## src/rtl/stack_pkg.sv

```systemverilog
// Shared encodings for the operand-stack controller; the control unit decodes
// against these same constants.
package stack_pkg;

    localparam int DATA_W = 16;
    localparam int ADDR_W = 5;

    localparam logic [1:0] OP_NOP  = 2'b00;
    localparam logic [1:0] OP_PUSH = 2'b01;
    localparam logic [1:0] OP_POP  = 2'b10;
    localparam logic [1:0] OP_TOP  = 2'b11;

    typedef enum logic [1:0] {
        ST_IDLE = 2'd0,
        ST_READ = 2'd1,
        ST_RESP = 2'd2
    } state_t;

endpackage

```

## src/rtl/stack_controller_if.sv

```systemverilog
// Command/response channel between the control unit (master) and the stack
// controller (slave).
interface stack_controller_if import stack_pkg::*; #(
    parameter int DATA_W = stack_pkg::DATA_W
) ();

    // A command transfers on a rising edge where cmd_valid && cmd_ready; the
    // master holds cmd_op/cmd_wr/cmd_data stable while cmd_valid waits for
    // cmd_ready. rsp_valid is a one-cycle pulse with no back-pressure.
    logic              cmd_valid;
    logic              cmd_ready;
    logic [1:0]        cmd_op;
    logic              cmd_wr;
    logic [DATA_W-1:0] cmd_data;
    logic              rsp_valid;
    logic [DATA_W-1:0] rsp_data;

    modport master (
        output cmd_valid, cmd_op, cmd_wr, cmd_data,
        input  cmd_ready, rsp_valid, rsp_data
    );

    modport slave (
        input  cmd_valid, cmd_op, cmd_wr, cmd_data,
        output cmd_ready, rsp_valid, rsp_data
    );

endinterface

```

## src/rtl/stack_controller.sv

```systemverilog
// Operand-stack sequencer: owns the stack pointer and full/empty/error state and
// drives an external single-port synchronous RAM with one-cycle read latency.
module stack_controller import stack_pkg::*; #(
    parameter int DATA_W = stack_pkg::DATA_W,
    parameter int ADDR_W = stack_pkg::ADDR_W,
    parameter int DEPTH  = 2**ADDR_W
) (
    input  logic                clock,
    input  logic                reset,
    stack_controller_if.slave   cmd,
    input  logic                err_clear,
    output logic [ADDR_W:0]     count,
    output logic                full,
    output logic                empty,
    output logic                overflow_err,
    output logic                underflow_err,
    output logic [ADDR_W-1:0]   ram_addr,
    output logic                ram_wren,
    output logic [DATA_W-1:0]   ram_wdata,
    input  logic [DATA_W-1:0]   ram_rdata,
    output state_t              fsm_state
);

    localparam logic [ADDR_W:0] FULL_COUNT = (ADDR_W+1)'(DEPTH);

    state_t            state, state_next;
    logic [ADDR_W:0]   count_next;
    logic [ADDR_W-1:0] addr_q;
    logic [DATA_W-1:0] wdata_q;
    logic [DATA_W-1:0] rsp_data_q;
    logic              rd_zero_q, rd_zero_next;
    logic              accept;
    logic              ovf_set, unf_set;
    logic [ADDR_W-1:0] free_addr, top_addr;

    assign accept        = cmd.cmd_valid && cmd.cmd_ready;
    assign cmd.cmd_ready = (state == ST_IDLE) && !reset;
    assign cmd.rsp_valid = (state == ST_RESP);
    assign cmd.rsp_data  = rsp_data_q;
    assign fsm_state     = state;

    // Only used when guarded by !full / !empty, so truncation never matters.
    assign free_addr = count[ADDR_W-1:0];
    assign top_addr  = ADDR_W'(count - 1'b1);

    always_comb begin
        state_next   = state;
        count_next   = count;
        ram_wren     = 1'b0;
        ram_addr     = addr_q;
        ram_wdata    = wdata_q;
        rd_zero_next = rd_zero_q;
        ovf_set      = 1'b0;
        unf_set      = 1'b0;
        case (state)
            ST_IDLE: begin
                if (accept) begin
                    case (cmd.cmd_op)
                        OP_PUSH: begin
                            if (full) begin
                                ovf_set = 1'b1;
                            end else begin
                                ram_wren   = 1'b1;
                                ram_addr   = free_addr;
                                ram_wdata  = cmd.cmd_data;
                                count_next = count + 1'b1;
                            end
                        end
                        OP_POP, OP_TOP: begin
                            if (cmd.cmd_op == OP_TOP && cmd.cmd_wr) begin
                                if (empty) begin
                                    unf_set = 1'b1;
                                end else begin
                                    ram_wren  = 1'b1;
                                    ram_addr  = top_addr;
                                    ram_wdata = cmd.cmd_data;
                                end
                            end else if (empty) begin
                                // Empty reads still complete so the requester never stalls.
                                unf_set      = 1'b1;
                                rd_zero_next = 1'b1;
                                state_next   = ST_READ;
                            end else begin
                                ram_addr     = top_addr;
                                rd_zero_next = 1'b0;
                                state_next   = ST_READ;
                                if (cmd.cmd_op == OP_POP) begin
                                    count_next = count - 1'b1;
                                end
                            end
                        end
                        default: ;
                    endcase
                end
            end
            ST_READ: state_next = ST_RESP;
            ST_RESP: state_next = ST_IDLE;
            default: state_next = ST_IDLE;
        endcase
    end

    always_ff @(posedge clock) begin
        if (reset) begin
            state         <= ST_IDLE;
            count         <= '0;
            full          <= 1'b0;
            empty         <= 1'b1;
            addr_q        <= '0;
            wdata_q       <= '0;
            rd_zero_q     <= 1'b0;
            rsp_data_q    <= '0;
            overflow_err  <= 1'b0;
            underflow_err <= 1'b0;
        end else begin
            state         <= state_next;
            count         <= count_next;
            full          <= (count_next == FULL_COUNT);
            empty         <= (count_next == '0);
            addr_q        <= ram_addr;
            wdata_q       <= ram_wdata;
            rd_zero_q     <= rd_zero_next;
            if (state == ST_READ) begin
                rsp_data_q <= rd_zero_q ? '0 : ram_rdata;
            end
            // A new error event beats a simultaneous clear.
            overflow_err  <= ovf_set | (overflow_err  & ~err_clear);
            underflow_err <= unf_set | (underflow_err & ~err_clear);
        end
    end

endmodule

```

## src/flat_wrapper.sv

```systemverilog
// flat-port wrapper written by rule: the top's interface ports become plain ports
module stack_controller_flat import stack_pkg::*;
#(
    parameter int DATA_W = stack_pkg::DATA_W,
    parameter int ADDR_W = stack_pkg::ADDR_W,
    parameter int DEPTH  = 2**ADDR_W
)
  (clock, reset, err_clear, count, full, empty, overflow_err, underflow_err, ram_addr, ram_wren, ram_wdata, ram_rdata, fsm_state, cmd_cmd_valid, cmd_cmd_op, cmd_cmd_wr, cmd_cmd_data, cmd_cmd_ready, cmd_rsp_valid, cmd_rsp_data);
  stack_controller_if #(.DATA_W(DATA_W)) cmd_i ();
  input  logic clock;
  input  logic reset;
  input  logic err_clear;
  output logic [ADDR_W:0] count;
  output logic full;
  output logic empty;
  output logic overflow_err;
  output logic underflow_err;
  output logic [ADDR_W-1:0] ram_addr;
  output logic ram_wren;
  output logic [DATA_W-1:0] ram_wdata;
  input  logic [DATA_W-1:0] ram_rdata;
  output state_t fsm_state;
  input wire logic [$bits(cmd_i.cmd_valid)-1:0] cmd_cmd_valid;
  input wire logic [$bits(cmd_i.cmd_op)-1:0] cmd_cmd_op;
  input wire logic [$bits(cmd_i.cmd_wr)-1:0] cmd_cmd_wr;
  input wire logic [$bits(cmd_i.cmd_data)-1:0] cmd_cmd_data;
  output wire logic [$bits(cmd_i.cmd_ready)-1:0] cmd_cmd_ready;
  output wire logic [$bits(cmd_i.rsp_valid)-1:0] cmd_rsp_valid;
  output wire logic [$bits(cmd_i.rsp_data)-1:0] cmd_rsp_data;
  assign cmd_i.cmd_valid = cmd_cmd_valid;
  assign cmd_i.cmd_op = cmd_cmd_op;
  assign cmd_i.cmd_wr = cmd_cmd_wr;
  assign cmd_i.cmd_data = cmd_cmd_data;
  assign cmd_cmd_ready = cmd_i.cmd_ready;
  assign cmd_rsp_valid = cmd_i.rsp_valid;
  assign cmd_rsp_data = cmd_i.rsp_data;
  stack_controller #(.DATA_W(DATA_W), .ADDR_W(ADDR_W), .DEPTH(DEPTH)) u_core (.clock(clock), .reset(reset), .cmd(cmd_i), .err_clear(err_clear), .count(count), .full(full), .empty(empty), .overflow_err(overflow_err), .underflow_err(underflow_err), .ram_addr(ram_addr), .ram_wren(ram_wren), .ram_wdata(ram_wdata), .ram_rdata(ram_rdata), .fsm_state(fsm_state));
endmodule
```

## config.mk

```make
export PLATFORM = sky130hd
export DESIGN_NAME = stack_controller_flat
export DESIGN_NICKNAME = d
export VERILOG_FILES = /design/src/rtl/stack_pkg.sv /design/src/rtl/stack_controller_if.sv /design/src/rtl/stack_controller.sv /design/src/flat_wrapper.sv
export SDC_FILE = /design/constraint.sdc
export NUM_CORES = 1
export LEC_CHECK = 0
export ABC_CLOCK_PERIOD_IN_PS = 2550
export CAP_MARGIN = 20
export CORE_MARGIN = 1.5
export CORE_UTILIZATION = 35
export DETAILED_ROUTE_END_ITERATION = 12
export PLACE_DENSITY = 0.68
export SLEW_MARGIN = 20
export SYNTH_ARGS = -nofsm -noshare
export SYNTH_HDL_FRONTEND = slang
export SYNTH_SLANG_ARGS = --single-unit
```

## constraint.sdc

```tcl
create_clock -name clock -period 2.55 [get_ports clock]
set_clock_uncertainty 0.05 [all_clocks]
set_input_delay 0.51 -clock clock [delete_from_list [all_inputs] [get_ports clock]]
set_output_delay 0.51 -clock clock [all_outputs]
set_load 0.005 [all_outputs]
```

==> flow_metrics.py, run 1 <==
metrics = {
    "timing": {
        "final-setup-viol-count": 3,
        "hold_slack_ns": 0.442,
        "timing.max_slew.rel_slack_pct": 53.1,
        "clock.fmax_mhz": 387,
        "min_period_ns": 2.58,
        "worst-slew-pin-transition_ns": 0.703,
        "pnr_worst_setup_slack_ns": -0.0343,
        "unrepaired_setup_endpoints_after_global_routing": "yes",
        "drv_slew": 0,
        "period_share_pct": 101,
        "finalHoldViolations": 0,
        "fin_tns_setup_ns": -0.0687,
    },
    "pwr": {
        "internal_power_uw": 1270,
        "power.combinational.fraction_pct": 17.0,
        "sw_frac_of_total_pct": 23.7,
        "vdd_drop_max_mv": 0.318,
        "power_per_cell_area_mw_per_mm2": 455,
        "p_leak_uw": 0.00152,
        "share_clk_of_total_power_pct": 34.4,
        "p_switching_uw": 395,
        "power.sequential.fraction_pct": 48.6,
    },
    "logic_synthesis": {
        "compound_cell_area_share_of_the_yosys_netlist_pct": 18.1,
        "synthDominantAreaCellType": "sky130_fd_sc_hd__dfxtp_1",
        "synth_largest_type_area_fraction_pct": 45.4,
        "yosys_most_used_dff": "sky130_fd_sc_hd__dfxtp_1",
        "synth_cells": 217,
        "synth_top_family_by_area": "simple AND/OR/NAND/NOR gates",
        "yosys-mux-area-fraction_pct": 9.13,
        "synth.area.top_cells": "sky130_fd_sc_hd__dfxtp_1 (45%), sky130_fd_sc_hd__a22o_1 (7.5%), sky130_fd_sc_hd__and2_1 (6.2%)",
        "synth_simple_gate_area_share_pct": 20.0,
        "synth_adder_area_share_pct": 1.13,
        "synthXorXnorAreaFrac_pct": 1.19,
        "ys_ff_latch": 50,
        "yosys.cell_types.count": 50,
        "synth_async_sr_flop_share_pct": 0,
        "synth_edf_count": 0,
        "postSynthNetCount": 258,
        "mapped_area_mm2": 0.00221,
        "synth.avg_cell_area_um2": 10.2,
        "yosysWarningCount": 0,
        "synth_seq_area_share_pct": 45.4,
    },
    "cts": {
        "cts.reportedPaths.clkPinSlew_ns": 0.10,
        "h-tree-depth": 2,
        "clk-insertion-delay-late_ns": 0.31,
        "cts_buffers": 5,
        "cts.sinks": 50,
        "clockBufferDepth": 2,
        "clk_root_buffer_cell": "sky130_fd_sc_hd__clkbuf_8",
        "cts_tree": "built",
    },
    "layout": {
        "final_area_mm2": 0.00366,
        "n_fill_cell": 522,
        "post_layout_nonfiller_instances": 416,
        "antenna_cells": 0,
        "post_route_cells_drive_above_1_share_pct": 31.4,
        "growth_of_design_area_from_synthesis_to_finish_pct": 66.1,
        "design.final.nets": 381,
        "mostFrequentLayoutCell": "sky130_fd_sc_hd__clkdlybuf4s50_1",
        "highest_count_cells_in_the_layout_ignoring_fill_and_taps": "sky130_fd_sc_hd__clkdlybuf4s50_1 (63), sky130_fd_sc_hd__dfxtp_1 (48), sky130_fd_sc_hd__buf_4 (32)",
    },
    "worst_setup_path": {
        "path_class": "register to output port",
        "cp_cell_sequence": "nor4b_4, o21ai_2, nor2_4, buf_12, buf_12, buf_6, mux2_4, buf_6",
        "reg2reg_depth": 8,
        "cp_slowest_cell": "sky130_fd_sc_hd__dfxtp_4",
        "end_kind": "output port",
        "startpoint_type": "register",
        "crit_path_max_incr_delay_ns": 0.36,
        "worst-path-max-fanout": 4,
        "crit_arrival_ns": 2.02,
        "cp_data_required_time_ns": 1.99,
    },
    "floorplan": {
        "fp.dieW_um": 82.4,
        "placement_rows": 28,
        "core_area_mm2": 0.00599,
        "area_of_the_die_mm2": 0.00679,
        "start_util_pct": 36.8,
        "die_outline_height_um": 82.4,
        "floorplan.io_pins": 91,
    },
    "drt": {
        "antenna_violating_nets_post_route": 0,
        "drt_wl_total_um": 6060,
        "drc": 0,
        "detailedRoute.firstIterationViolations": 77,
        "firstDrtPassIters": 4,
        "post_drt_wl_per_cell_um": 14.6,
        "avgViaCountPerCell": 4.94,
        "dr_total_vias": 2053,
    },
    "placed_design": {
        "post_place_cell_area_mm2": 0.00333,
        "placement.setup.worst_slack_ns": -0.600,
        "gp_congestion": 0.887,
        "placed_cells_incl_taps": 397,
        "number_of_buffers_added_on_ports": 90,
        "sum_of_net_half_perimeters_after_detailed_placement_um": 4210,
    },
    "worst_hold_path": {
        "hold_depth": 1,
        "timing.hold.worst.class": "register to register",
    },
    "global_routing": {
        "globalRouteTotalUtil_pct": 18.5,
        "grt_start_max_net_pins": 23,
        "number_of_global_route_vias_before_repair": 2021,
        "grt-ovfl-total": 0,
        "initial_antenna_violation_count": 0,
        "grt_first_pass_wirelength_um": 9510,
    },
    "outcome": {
        "run_status": "complete, but fails checks",
        "violated_checks": "negative setup slack",
    },
    "job": {
        "maxCapViolCount": 0,
    },
}
## flip-flops by register name, summed over array words and instances (netlist names)
register,cells
u_core.empty,1
u_core.fsm_state,2
u_core.overflow_err,1
u_core.underflow_err,1
u_core.addr_q,5
u_core.wdata_q,16
u_core.cmd.rsp_data,16
u_core.count,6
u_core.rd_zero_q,1
u_core.full,1
## Yosys cell counts (3+ instances only)
cell	instances
sky130_fd_sc_hd__a22o_1	19
sky130_fd_sc_hd__nand2_1	8
sky130_fd_sc_hd__nor2_1	18
sky130_fd_sc_hd__dfxtp_1	50
sky130_fd_sc_hd__o21ai_0	9
sky130_fd_sc_hd__inv_1	7
sky130_fd_sc_hd__nor2b_1	3
sky130_fd_sc_hd__mux2_1	9
sky130_fd_sc_hd__clkbuf_8	3
sky130_fd_sc_hd__nor3_1	3
sky130_fd_sc_hd__mux2_2	8
sky130_fd_sc_hd__o31ai_1	3
sky130_fd_sc_hd__clkbuf_1	7
sky130_fd_sc_hd__a21oi_1	5
sky130_fd_sc_hd__and2_1	22
## worst paths after layout
path | startpoint | to | slack (ns)
setup / recovery | u_core.fsm_state[1] | ram_wdata[1] | -0.03
hold / removal | u_core.cmd.rsp_data[5] | u_core.cmd.rsp_data[5] | 0.44
setup reg to reg | u_core.count[0] | u_core.empty | 0.42
hold reg to reg | u_core.cmd.rsp_data[5] | u_core.cmd.rsp_data[5] | 0.44
## metrics by stage
stage	total power, uW	util [%]
after global placement	1080	55.6
after detailed placement	1080	55.6
after CTS	1680	62.1
after global routing	1730	61.2
final	1670	61.2
after floorplan	925	-
## worst max-delay path: cells and delay by family (launching register included)
family | cells | cell delay (ns)
multiplexers | 1 | 0.30
buffers and inverters | 4 | 0.44
flip-flops | 1 | 0.36
AO/OA/AOI/OAI | 1 | 0.12
AND/OR/NAND/NOR | 2 | 0.48
## routing by layer
metal  wire, um  track usage (%)  vias up
li1           -                -     1023
met1       2560             22.5      949
met2       2940             32.0       75
met3        492             5.16        6
met4         70             4.75        0
met5          0                0        -
## layout make-up
cell class / count / area (um2) / area share, %
Multi-Input combinational cell: 148 / 1220 / 33.2
Clock inverter: 3 / 47.5 / 1.30
Tap cell: 75 / 93.8 / 2.56
Timing Repair Buffer: 128 / 1200 / 32.9
Clock buffer: 5 / 68.8 / 1.88
Sequential cell: 50 / 1010 / 27.4
Inverter: 7 / 26.3 / 0.717
## power groups by stage
stage	sequential, uW	clock, uW	combinational [uW]
after CTS	809	584	286
after floorplan	830	0	94.7
after detailed placement	827	0	256
after global placement	827	0	253
final	809	573	284
after global routing	812	615	307
## logic make-up after synthesis
kind of cell	after synthesis
xor gates and xnor gates	3
DFF	50
muxes	18
buffers and inverters	19
adders and majority gates	2
AOI/OAI and AO/OA	53
and+or+nand+nor	72
## what timing repair did
item                                    in CTS  in global routing
resized for setup                          127                 12
pin swaps                                    9                  6
cloned                                       2                  0
buffers inserted                            14                  1
hold buffers                                 0                  0
endpoints found under the hold margin        0                  0
endpoints found under the setup margin      23                 18
Power figures use the tool's default switching activity.
==> run 2: changes to the inputs <==
PLACE_DENSITY = not set   (was 0.68)
PLACE_DENSITY_LB_ADDON = 0.15   (was not set)
==> run 2 against run 1 <==
  * The flow now finishes without violations
  * Via count fell by 0.19%
  * Clock power fell by 0.9%
  * Highest routed layer unchanged
  * Largest cell class unchanged
  * Utilization fell by 0.13 points
  * Sequential cell count did not move
  * Global-route usage rose by 0.57 points
==> flow_metrics.py, run 2 (synthesized netlist as in run 1, its figures left out) <==
metrics = {
    "outcome": {
        "run_status": "completed",
    },
    "global_routing": {
        "global_route.usage.met1_pct": 24.5,
        "met2_routing_resource_usage_after_global_routing_pct": 30.2,
        "grt_start_max_net_pins": 23,
        "globalRouteTotalUtil_pct": 19.1,
        "grt_use_met3_pct": 6.70,
        "grt_first_pass_wirelength_um": 9800,
        "grt-ovfl-total": 0,
        "initial_antenna_violation_count": 0,
        "top_usage_layer": "met2",
        "number_of_global_route_vias_before_repair": 2015,
    },
    "floorplan": {
        "floorplan.io_pins": 91,
        "placement_rows": 28,
        "die_outline_height_um": 82.4,
        "fp.dieW_um": 82.4,
        "start_util_pct": 36.8,
        "core_area_mm2": 0.00599,
        "area_of_the_die_mm2": 0.00679,
    },
    "worst_setup_path": {
        "cp_data_required_time_ns": 1.99,
        "worst-path-max-fanout": 8,
        "worst_setup_path_endpoint": "ram_wdata[8]",
        "crit_arrival_ns": 1.96,
        "r2r_setup_slack_ns": 0.40,
        "crit_start": "u_core.fsm_state[0]",
        "timing.rr.start": "u_core.count[0]",
        "path_class": "register to output port",
        "end_kind": "output port",
        "regToRegEndpoint": "u_core.empty",
        "startpoint_type": "register",
        "reg2reg_depth": 8,
    },
    "layout": {
        "mostFrequentLayoutCell": "sky130_fd_sc_hd__clkdlybuf4s50_1",
        "post_route_cells_drive_above_1_share_pct": 30.9,
        "growth_of_design_area_from_synthesis_to_finish_pct": 65.8,
        "highest_count_cells_in_the_layout_ignoring_fill_and_taps": "sky130_fd_sc_hd__clkdlybuf4s50_1 (64), sky130_fd_sc_hd__dfxtp_1 (47), sky130_fd_sc_hd__buf_4 (27)",
        "antenna_cells": 0,
        "design.final.nets": 377,
    },
    "drt": {
        "post_drt_wl_per_cell_um": 14.5,
        "drt_wl_total_um": 5990,
        "antenna_violating_nets_post_route": 0,
        "detailedRoute.firstIterationViolations": 120,
        "drc": 0,
        "avgViaCountPerCell": 4.97,
        "dr_total_vias": 2049,
        "firstDrtPassIters": 4,
    },
    "cts": {
        "cts_buffers": 5,
        "h-tree-depth": 2,
        "cts.reportedPaths.clkPinSlew_ns": 0.09,
        "cts_tree": "built",
        "clk_root_buffer_cell": "sky130_fd_sc_hd__clkbuf_8",
        "cts.hold.buffers_added": 0,
        "cts.sinks": 50,
        "clk-insertion-delay-late_ns": 0.30,
        "clockBufferDepth": 2,
    },
    "placed_design": {
        "sum_of_net_half_perimeters_after_detailed_placement_um": 4130,
        "number_of_buffers_added_on_ports": 90,
        "gp_congestion": 0.843,
    },
    "job": {
        "maxCapViolCount": 0,
    },
    "timing": {
        "final-setup-viol-count": 0,
        "drv_slew": 0,
        "unrepaired_setup_endpoints_after_global_routing": "yes",
        "clock.fmax_mhz": 397,
        "timing.max_slew.rel_slack_pct": 52.6,
        "min_period_ns": 2.52,
        "finalHoldViolations": 0,
        "fin_tns_setup_ns": 0,
        "period_share_pct": 98.8,
        "worst-slew-pin-transition_ns": 0.711,
    },
    "pwr": {
        "design_power_total_uw": 1660,
        "vdd_drop_max_mv": 0.242,
        "power_per_cell_area_mw_per_mm2": 454,
        "p_leak_uw": 0.00151,
    },
    "worst_hold_path": {
        "timing.hold.worst.class": "register to register",
    },
}
run 2: cell count changes in the layout (fill, tap and decap cells not counted), sizes merged:
cell           delta
clkbuf            -3
clkdlybuf4s15     +1
clkdlybuf4s50     +1
dlygate4sd2       -1
buf               -2
run 2: how the worst min path moves through the flow:
stage	startpoint	endpoint	slack [ns]	cells after the start
3_3_place_gp	u_core.cmd.rsp_data[14]	u_core.cmd.rsp_data[14]	0.41	1
2_1_floorplan	u_core.rd_zero_q	u_core.rd_zero_q	0.41	2
4_1_cts	u_core.cmd.rsp_data[11]	u_core.cmd.rsp_data[11]	0.44	1
6_report	u_core.cmd.rsp_data[8]	u_core.cmd.rsp_data[8]	0.44	1
5_1_grt	u_core.cmd.rsp_data[9]	u_core.cmd.rsp_data[9]	0.47	1
3_5_place_dp	u_core.cmd.rsp_data[4]	u_core.cmd.rsp_data[4]	0.42	1
run 2: layout make-up:
cell class | instances | area (um2)
Clock buffer | 5 | 68.8
Clock inverter | 3 | 43.8
Fill cell | 520 | 2330
Sequential cell | 50 | 1000
Tap cell | 75 | 93.8
Timing Repair Buffer | 124 | 1210
Multi-Input combinational cell | 148 | 1210
Inverter | 7 | 26.3
run 2: per-stage QoR:
stage / instances / area, um2 / setup slack (ns) / hold WS (ns) / utilization [%]
floorplan: 217 / 2210 / 0.248 / 0.411 / -
global placement: 398 / 3340 / -0.555 / 0.413 / 55.7
global route: 412 / 3660 / -0.0644 / 0.466 / 61.0
finish: 412 / 3660 / 0.0301 / 0.438 / 61.0
detailed placement: 398 / 3340 / -0.597 / 0.416 / 55.8
CTS: 413 / 3610 / 0.0106 / 0.441 / 60.2
run 2: layer usage:
| layer | part of all wire (%) | vias to the layer above | routed length [um] |
|---|---|---|---|
| li1 | - | 1016 | - |
| met1 | 43 | 952 | 2550 |
| met2 | 48 | 77 | 2880 |
| met3 | 8.6 | 4 | 514 |
| met4 | 0.73 | 0 | 44 |
| met5 | 0 | - | 0 |
run 2: where the power goes:
part | internal [uW] | leakage, uW | switching [uW] | total (uW)
combinational | 174 | 0.00104 | 108 | 282
clock | 294 | 0.0000585 | 273 | 568
sequential | 800 | 0.000406 | 9.81 | 810
total | 1270 | 0.00151 | 391 | 1660
run 2: critical path, stage by stage, from the launching register on:
cell and delay [ns]:
sky130_fd_sc_hd__dfxtp_2 0.34, sky130_fd_sc_hd__nor4b_4 0.34, sky130_fd_sc_hd__o21ai_2 0.13, sky130_fd_sc_hd__nor2_4 0.14, sky130_fd_sc_hd__buf_6 0.14, sky130_fd_sc_hd__buf_16 0.13, sky130_fd_sc_hd__mux2_4 0.31, sky130_fd_sc_hd__buf_6 0.12
run 2: what timing repair did:
action,4_1_cts,5_1_grt
gates resized for setup,117,24
endpoints found under the setup margin,23,20
setup buffers,6,2
pin swaps,7,5
gates cloned,2,0
==> run 3: changes to the inputs <==
CAP_MARGIN = not set   (was 20)
==> results of run 3 <==
Final layout, timing and power as in run 2 (identical DEF).
